## src/rtl/action_selector.sv

```systemverilog
// action_selector
//   Epsilon-greedy action chooser for a 4-action Q-learning agent.
//   A request in IDLE latches the state and epsilon. A free-running
//   16-bit Galois LFSR decides between exploring (a random action taken
//   straight from the LFSR) and exploiting (a read of the four Q-values
//   for the state, keeping the signed maximum; ties keep the lowest index).
//
// Ports
//   clk            rising-edge clock
//   rst            asynchronous active-high reset
//   en             request, only sampled in IDLE
//   epsilon[7:0]   explore threshold, probability epsilon/256
//   current_state  state whose action is chosen
//   q_rd           Q-table read strobe (READ only)
//   q_addr         {state, action index} read address, zero outside READ
//   q_data         signed Q-value, valid the cycle after q_rd
//   next_action    one-hot chosen action, held between decisions
//   action_valid   one-cycle pulse when next_action has just been updated
//   busy           high in every state except IDLE
module action_selector #(
  parameter int          Q_W       = 16,
  parameter int          S_W       = 6,
  parameter logic [15:0] LFSR_SEED = 16'hACE1
) (
  input  logic                  clk,
  input  logic                  rst,
  input  logic                  en,
  input  logic [7:0]            epsilon,
  input  logic [S_W-1:0]        current_state,
  output logic                  q_rd,
  output logic [S_W+1:0]        q_addr,
  input  logic signed [Q_W-1:0] q_data,
  output logic [3:0]            next_action,
  output logic                  action_valid,
  output logic                  busy
);

  localparam logic [2:0] IDLE = 3'd0;
  localparam logic [2:0] DRAW = 3'd1;
  localparam logic [2:0] READ = 3'd2;
  localparam logic [2:0] WAIT = 3'd3;
  localparam logic [2:0] DONE = 3'd4;

  // x^16 + x^14 + x^13 + x^11 + 1, right-shifting Galois form
  function automatic logic [15:0] lfsr_step(input logic [15:0] v);
    return {1'b0, v[15:1]} ^ (v[0] ? 16'hB400 : 16'h0000);
  endfunction

  function automatic logic [3:0] one_hot(input logic [1:0] idx);
    return 4'b0001 << idx;
  endfunction

  logic [2:0]            state;
  logic [15:0]           lfsr;
  logic [S_W-1:0]        st_lat;
  logic [7:0]            eps_lat;
  logic [1:0]            k;
  logic                  rd_p1;
  logic [1:0]            idx_p1;
  logic [1:0]            best_idx;
  logic signed [Q_W-1:0] best_val;

  logic                  explore;
  logic                  take;
  logic [1:0]            upd_idx;

  assign explore = (lfsr[7:0] < eps_lat);

  // Index 0 always seeds the running best; later candidates must be
  // strictly greater, so equal values keep the earlier (lower) index.
  assign take    = rd_p1 && ((idx_p1 == 2'd0) || (q_data > best_val));
  assign upd_idx = take ? idx_p1 : best_idx;

  assign q_rd         = (state == READ);
  assign q_addr       = q_rd ? {st_lat, k} : '0;
  assign action_valid = (state == DONE);
  assign busy         = (state != IDLE);

  always_ff @(posedge clk or posedge rst) begin
    if (rst) begin
      state       <= IDLE;
      lfsr        <= LFSR_SEED;
      st_lat      <= '0;
      eps_lat     <= '0;
      k           <= '0;
      rd_p1       <= 1'b0;
      idx_p1      <= '0;
      best_idx    <= '0;
      best_val    <= '0;
      next_action <= 4'b0000;
    end else begin
      lfsr <= lfsr_step(lfsr);

      // p1: read strobe/index delayed to line up with returning q_data
      rd_p1  <= (state == READ);
      idx_p1 <= k;

      if (take) begin
        best_idx <= idx_p1;
        best_val <= q_data;
      end

      unique case (state)
        IDLE: begin
          if (en) begin
            st_lat  <= current_state;
            eps_lat <= epsilon;
            state   <= DRAW;
          end
        end
        DRAW: begin
          k <= 2'd0;
          if (explore) begin
            next_action <= one_hot(lfsr[9:8]);
            state       <= DONE;
          end else begin
            state <= READ;
          end
        end
        READ: begin
          k <= k + 2'd1;
          if (k == 2'd3) state <= WAIT;
        end
        WAIT: begin
          // index 3 arrives this cycle, so fold it in combinationally
          next_action <= one_hot(upd_idx);
          state       <= DONE;
        end
        DONE:    state <= IDLE;
        default: state <= IDLE;
      endcase
    end
  end

endmodule

```

## config.mk

```make
export PLATFORM = sky130hd
export DESIGN_NAME = action_selector
export DESIGN_NICKNAME = d
export VERILOG_FILES = /design/src/rtl/action_selector.sv
export SDC_FILE = /design/constraint.sdc
export NUM_CORES = 1
export LEC_CHECK = 0
export ABC_AREA = 0
export ABC_CLOCK_PERIOD_IN_PS = 2400
export BUFFER_PORTS_ARGS = -buffer_cell sky130_fd_sc_hd__buf_2
export CAP_MARGIN = 20
export CORE_UTILIZATION = 45
export CTS_BUF_LIST = sky130_fd_sc_hd__clkbuf_2
export DETAILED_ROUTE_END_ITERATION = 8
export PLACE_DENSITY = 0.69
export SLEW_MARGIN = 20
export SYNTH_ARGS = -nofsm -noshare
export SYNTH_HDL_FRONTEND = slang
export SYNTH_SLANG_ARGS = --single-unit
```

## constraint.sdc

```tcl
create_clock -name clk -period 2.4 [get_ports clk]
set_clock_uncertainty 0.15 [all_clocks]
set_input_delay 0.12 -clock clk [delete_from_list [all_inputs] [get_ports clk]]
set_output_delay 0.12 -clock clk [all_outputs]
set_load 0.01 [all_outputs]
```

After elaboration in Yosys (flattened, before gate mapping)

Cells that the tools add are included.
Widths: inputs -> output; s select.

Flip-flop bits (word level): 60
Latch bits: 0
Memory bits (writable): 0
ROM bits: 0
Input bits: 33
Word-level logic and storage cells: 44
Memories kept: 0

Add/sub/neg operators: 1
$mul: 0
Div/mod/pow operators: 0
Order comparisons: 2
Equality and inequality tests: 8
Shift operators: 2
Muxes and demuxes: 10
Bitwise logic cells: 1
Reductions and logical operators: 10

Operators with widths:

| operator            | number |
|---|---|
| $gt 16x16->1        | 1 |
| $mux 16             | 1 |
| $xor 15x16->16      | 1 |
| $pmux 3 s4          | 1 |
| $mux 3              | 3 |
| $lt 8x8->1          | 1 |
| $mux 8              | 1 |
| $pmux 4 s2          | 1 |
| $shl 1x2->4 const A | 2 |
| $eq 3x2->1 const B  | 2 |
| $reduce_and 2->1    | 3 |
| $mux 4              | 1 |
| $ne 2x2->1 const B  | 2 |
| $pmux 2 s2          | 1 |
| $reduce_bool 2->1   | 2 |
| $eq 3x1->1 const B  | 1 |
| $eq 3x3->1 const B  | 1 |
| $logic_not 3->1     | 1 |
| $reduce_bool 3->1   | 1 |
| $add 2x1->2 const B | 1 |
| $eq 2x2->1 const B  | 1 |
| $logic_not 2->1     | 1 |
| $mux 2              | 1 |
| $ne 2x1->1 const B  | 1 |
| other kinds (2)     | 2 |

Depth between registers and ports, before layout

Depth in word-level cells: 6
Mapped depth: 11
Depth with buffers taken out: 10

Worst setup path before layout

Ideal clock, no wire load.

Kind: reg-to-reg
Start: register best_val[1]
End: register next_action[0]
Library setup time: 125 ps
Arrival: 2374 ps
Data required time: 2125 ps
Slack: -249 ps
Stages on the path, launching flop included: 11
Buffers on the path: 0
Path through: dfrtp_1 > inv_1 > ha_1 > nor2b_1 > o211ai_1 > a2111o_1 > a311o_1 > and3b_4 > o31ai_4 > nor2_1 > mux2_2

Word-level cells in the longest chain between the ends: 6

RTL lines:

| item                   | line | source |
|---|---|---|
| start, declared        | 61   | `logic signed [Q_W-1:0] best_val;` |
| start signal, assigned | 100  | `best_val <= q_data;` |
| $gt 16x16->1           | 71   | `assign take = rd_p1 && ((idx_p1 == 2'd0) \|\| (q_data > best_val));` |
| $logic_or 1x1->1       | 71   |  |
| $logic_and 1x1->1      | 71   |  |
| $mux 2                 | --   |  |
| $shl 1x2->4            | 50   | `return 4'b0001 << idx;` |
| $pmux 4 s2             | 103  | `unique case (state)` |
| end signal, assigned   | 114  | `next_action <= one_hot(lfsr[9:8]);` |
| end signal, assigned   | 126  | `next_action <= one_hot(upd_idx);` |
| end, declared          | 33   | `output logic [3:0] next_action,` |

Every way passes these cells.
A chain may end at the register's enable or synchronous reset.

Worst setup path after layout

Start: register best_val[7]
End: register next_action[1]

Same word-level chain as after synthesis.

==> run_summary.xml <==
<?xml version="1.0" encoding="UTF-8"?>
<metrics>
  <group name="status">
    <metric name="status" unit="">finished with violations</metric>
    <metric name="violations" unit="">setup timing</metric>
  </group>
  <group name="clock_tree">
    <metric name="cts.clk_slew.worst_paths" unit="ns">0.17</metric>
    <metric name="number_of_buffers_added_by_the_clock_tree_synthesis_step" unit="">9</metric>
    <metric name="cts.htree.levels" unit="">3</metric>
    <metric name="insertion_delay" unit="ns">0.47</metric>
    <metric name="cts_sinks" unit="">60</metric>
    <metric name="clock_tree_from_tritoncts" unit="">done</metric>
    <metric name="max-clock-path-buffers" unit="">2</metric>
    <metric name="cts_root_buf" unit="">sky130_fd_sc_hd__clkbuf_2</metric>
  </group>
  <group name="hold_path">
    <metric name="hold_path.class" unit="">input port to async pin</metric>
  </group>
  <group name="finish">
    <metric name="num-nets-final" unit="">411</metric>
    <metric name="post_layout_nonfiller_instances" unit="">433</metric>
    <metric name="antennaDiodeCount" unit="">0</metric>
    <metric name="final_util" unit="">0.6602</metric>
    <metric name="area_delta_synth_final" unit="%">38.92</metric>
    <metric name="final_layout_size_suffix_gt1_frac" unit="">0.3966</metric>
  </group>
  <group name="floorplan">
    <metric name="core_area" unit="um^2">6061</metric>
    <metric name="floorplan.initialDensity" unit="">0.4752</metric>
    <metric name="boundaryPins" unit="">48</metric>
    <metric name="placement_rows" unit="">28</metric>
    <metric name="die_width" unit="um">82.01</metric>
    <metric name="die_area" unit="um^2">6725</metric>
    <metric name="die_height" unit="um">82.01</metric>
  </group>
  <group name="yosys">
    <metric name="dominant_cells_by_area_after_synthesis" unit="">sky130_fd_sc_hd__dfrtp_1, sky130_fd_sc_hd__ha_1, sky130_fd_sc_hd__mux2_2</metric>
    <metric name="yosysMostFrequentCell" unit="">sky130_fd_sc_hd__dfrtp_1</metric>
    <metric name="synth_nets" unit="">302</metric>
    <metric name="ys_seq_area_frac" unit="">0.5248</metric>
    <metric name="ys.flop_type" unit="">sky130_fd_sc_hd__dfrtp_1</metric>
    <metric name="synth_edf_count" unit="">0</metric>
    <metric name="post-synth-top-area-fraction" unit="">0.4518</metric>
    <metric name="post_synth_inst_count" unit="">245</metric>
    <metric name="synthesized_area_per_cell" unit="um^2">11.76</metric>
    <metric name="synth.largest_area_cell" unit="">sky130_fd_sc_hd__dfrtp_1</metric>
    <metric name="synth_common_cells" unit="">sky130_fd_sc_hd__dfrtp_1, sky130_fd_sc_hd__inv_1, sky130_fd_sc_hd__mux2_2, sky130_fd_sc_hd__ha_1, sky130_fd_sc_hd__nand2_1</metric>
    <metric name="synth_area" unit="um^2">2880</metric>
    <metric name="yosys_warnings" unit="">0</metric>
    <metric name="ys_async_sr_fraction" unit="">1.000</metric>
    <metric name="ys_seq_elements" unit="">60</metric>
    <metric name="yosys.cell_types.count" unit="">40</metric>
  </group>
  <group name="route">
    <metric name="via_per_inst" unit="">4.977</metric>
    <metric name="wl_per_cell" unit="um">13.72</metric>
    <metric name="vias" unit="">2155</metric>
    <metric name="detail_route.drc_violations" unit="">0</metric>
    <metric name="finalWirelength" unit="um">5941</metric>
    <metric name="route.antenna.remaining_nets" unit="">0</metric>
    <metric name="dr.first_iter.drc_count" unit="">80</metric>
    <metric name="drt_pre_antenna_iters" unit="">4</metric>
  </group>
  <group name="sta">
    <metric name="slew_viol_final" unit="">0</metric>
    <metric name="worst_slack" unit="ns">-0.4208</metric>
    <metric name="worst_margin_pin_slew" unit="ns">0.5113</metric>
    <metric name="period_needed" unit="ns">2.821</metric>
    <metric name="final_min_period_over_clock_period" unit="">1.175</metric>
    <metric name="setup_violations" unit="">20</metric>
    <metric name="rsz_0062_raised_after_global_routing" unit="">true</metric>
    <metric name="fmax_achieved" unit="MHz">354.5</metric>
    <metric name="slew-limit-headroom" unit="">0.6586</metric>
    <metric name="timing.final.hold_violations" unit="">0</metric>
  </group>
  <group name="critical_path">
    <metric name="worst_setup_path_start_kind" unit="">flop</metric>
    <metric name="setup.reg_to_reg.worst_slack" unit="ns">-0.42</metric>
    <metric name="worst_r2r_endpoint" unit="">next_action[1]$_DFFE_PP0P_</metric>
    <metric name="path_max_fanout" unit="">4</metric>
    <metric name="criticalPathCategory" unit="">flop to flop</metric>
    <metric name="reg2reg_depth" unit="">9</metric>
    <metric name="cp.required" unit="ns">2.60</metric>
    <metric name="endpoint_type_of_the_worst_setup_path" unit="">flop</metric>
    <metric name="reg2reg_launch_point" unit="">best_val[7]$_DFFE_PP0P_</metric>
    <metric name="cp_data_arrival_time" unit="ns">3.02</metric>
  </group>
  <group name="grt">
    <metric name="grt_pass1_wl" unit="um">9735</metric>
    <metric name="grt.overflow.total" unit="">0</metric>
    <metric name="pin_count_of_the_biggest_net_entering_global_routing" unit="">39</metric>
    <metric name="grt_pass1_vias" unit="">2314</metric>
    <metric name="global_route.usage.total" unit="">0.1967</metric>
    <metric name="grt_antenna_before_repair" unit="">0</metric>
  </group>
  <group name="placed_design">
    <metric name="hpwl" unit="um">3744</metric>
    <metric name="place.gp.congestion" unit="">0.7633</metric>
    <metric name="dpl.cell_count" unit="">376</metric>
    <metric name="port-buffer-count" unit="">47</metric>
    <metric name="pre_cts_slack" unit="ns">-0.3572</metric>
  </group>
  <group name="pwr">
    <metric name="power_density" unit="nW/um^2">1029</metric>
    <metric name="irDropWorstVdd" unit="mV">0.6493</metric>
    <metric name="finalPower" unit="uW">4116</metric>
    <metric name="leakage" unit="uW">0.002033</metric>
  </group>
  <group name="run">
    <metric name="max_cap_violations" unit="">0</metric>
  </group>
</metrics>
-- cell type report --
class,instances,area (um^2)
multi-input combinational,151,1405
timing repair buffer,103,785.8
fill,456,2059
inverter,29,108.9
clock inverter,4,41.29
tap,75,93.84
clock buffer,11,55.05
sequential,60,1511
-- power by group --
| part | internal, uW | leakage [uW] | switching, uW |
|---|---|---|---|
| Combinational | 1110 | 0.00124 | 857 |
| Sequential | 1350 | 0.000732 | 222 |
| Clock | 235 | 0.0000645 | 345 |
| Total | 2690 | 0.00203 | 1420 |
-- layout by cell type (no fill, tap or decap), types with 5 or more instances in the layout --
cell type,n
sky130_fd_sc_hd__nand2_1,18
sky130_fd_sc_hd__ha_4,5
sky130_fd_sc_hd__buf_4,20
sky130_fd_sc_hd__a21oi_1,5
sky130_fd_sc_hd__mux2_4,11
sky130_fd_sc_hd__mux2_2,15
sky130_fd_sc_hd__buf_2,47
sky130_fd_sc_hd__clkbuf_2,11
sky130_fd_sc_hd__dlygate4sd3_1,32
sky130_fd_sc_hd__dfrtp_1,52
sky130_fd_sc_hd__and2_1,8
sky130_fd_sc_hd__o21ai_0,10
sky130_fd_sc_hd__dfstp_2,8
sky130_fd_sc_hd__inv_1,26
sky130_fd_sc_hd__ha_1,19
sky130_fd_sc_hd__nand4_1,5
sky130_fd_sc_hd__nor2_1,5
-- state kept, by name (all words and copies together), names as in the netlist --
signal	count
st_lat	6
state	3
eps_lat	8
k	2
rd_p1	1
best_val	16
best_idx	2
lfsr	16
idx_p1	2
next_action	4
-- logic make-up (layout without fill, tap and decap cells) --
kind of cell | Yosys count | in the layout | share of synthesized area
flops | 60 | 60 | 0.5248
simple gates | 57 | 57 | 0.1069
compound gates | 36 | 36 | 0.09036
buf+inv | 34 | 147 | 0.04648
mux | 29 | 29 | 0.1121
fa+ha+maj | 24 | 24 | 0.1043
xor+xnor | 5 | 5 | 0.01520
-- critical path, stage by stage, from the launching register on --
cell                       delay [ns]
sky130_fd_sc_hd__dfrtp_1         0.38
sky130_fd_sc_hd__inv_1           0.04
sky130_fd_sc_hd__ha_1            0.32
sky130_fd_sc_hd__nand4_1         0.17
sky130_fd_sc_hd__a2111o_1        0.44
sky130_fd_sc_hd__a311o_1         0.39
sky130_fd_sc_hd__and3b_4         0.23
sky130_fd_sc_hd__o31ai_4         0.25
sky130_fd_sc_hd__nor2b_1         0.07
sky130_fd_sc_hd__mux2_2          0.25
-- metal layers --
metal,up-vias,track usage,wire length [um]
met5,-,0,0
met4,0,0.08947,152
met3,15,0.05000,252
met2,48,0.3438,2903
met1,1030,0.2242,2632
li1,1062,-,-
-- what timing repair did --
action	in CTS	in global routing
pin swaps	10	11
gates resized for setup	11	13
buffers inserted	4	6
cloned	1	0
hold buffers	32	0
hold endpoints to repair	83	0
endpoints found under the setup margin	21	29
-- through the flow --
stage | hold WS [ns] | TNS [ns] | area, um^2
final | 0.05776 | -6.675 | 4001
after global routing | 0.08785 | -8.176 | 4001
after CTS | 0.05382 | -6.250 | 3884
after detailed placement | 0.03200 | -3.809 | 3378
after global placement | 0.02918 | -2.364 | 3378
after floorplan | 0.08684 | -1.095 | 2938
-- how the worst max path moves through the flow --
stage | start | slack (ns) | endpoint
floorplan | best_val[1]$_DFFE_PP0P_ | -0.21 | next_action[0]$_DFFE_PP0P_
global placement | best_val[1]$_DFFE_PP0P_ | -0.29 | next_action[1]$_DFFE_PP0P_
detailed placement | best_val[1]$_DFFE_PP0P_ | -0.36 | next_action[2]$_DFFE_PP0P_
CTS | best_val[1]$_DFFE_PP0P_ | -0.40 | next_action[0]$_DFFE_PP0P_
global route | best_val[7]$_DFFE_PP0P_ | -0.51 | next_action[0]$_DFFE_PP0P_
finish | best_val[7]$_DFFE_PP0P_ | -0.42 | next_action[1]$_DFFE_PP0P_
Note: power is estimated with default switching activity, not from simulation.
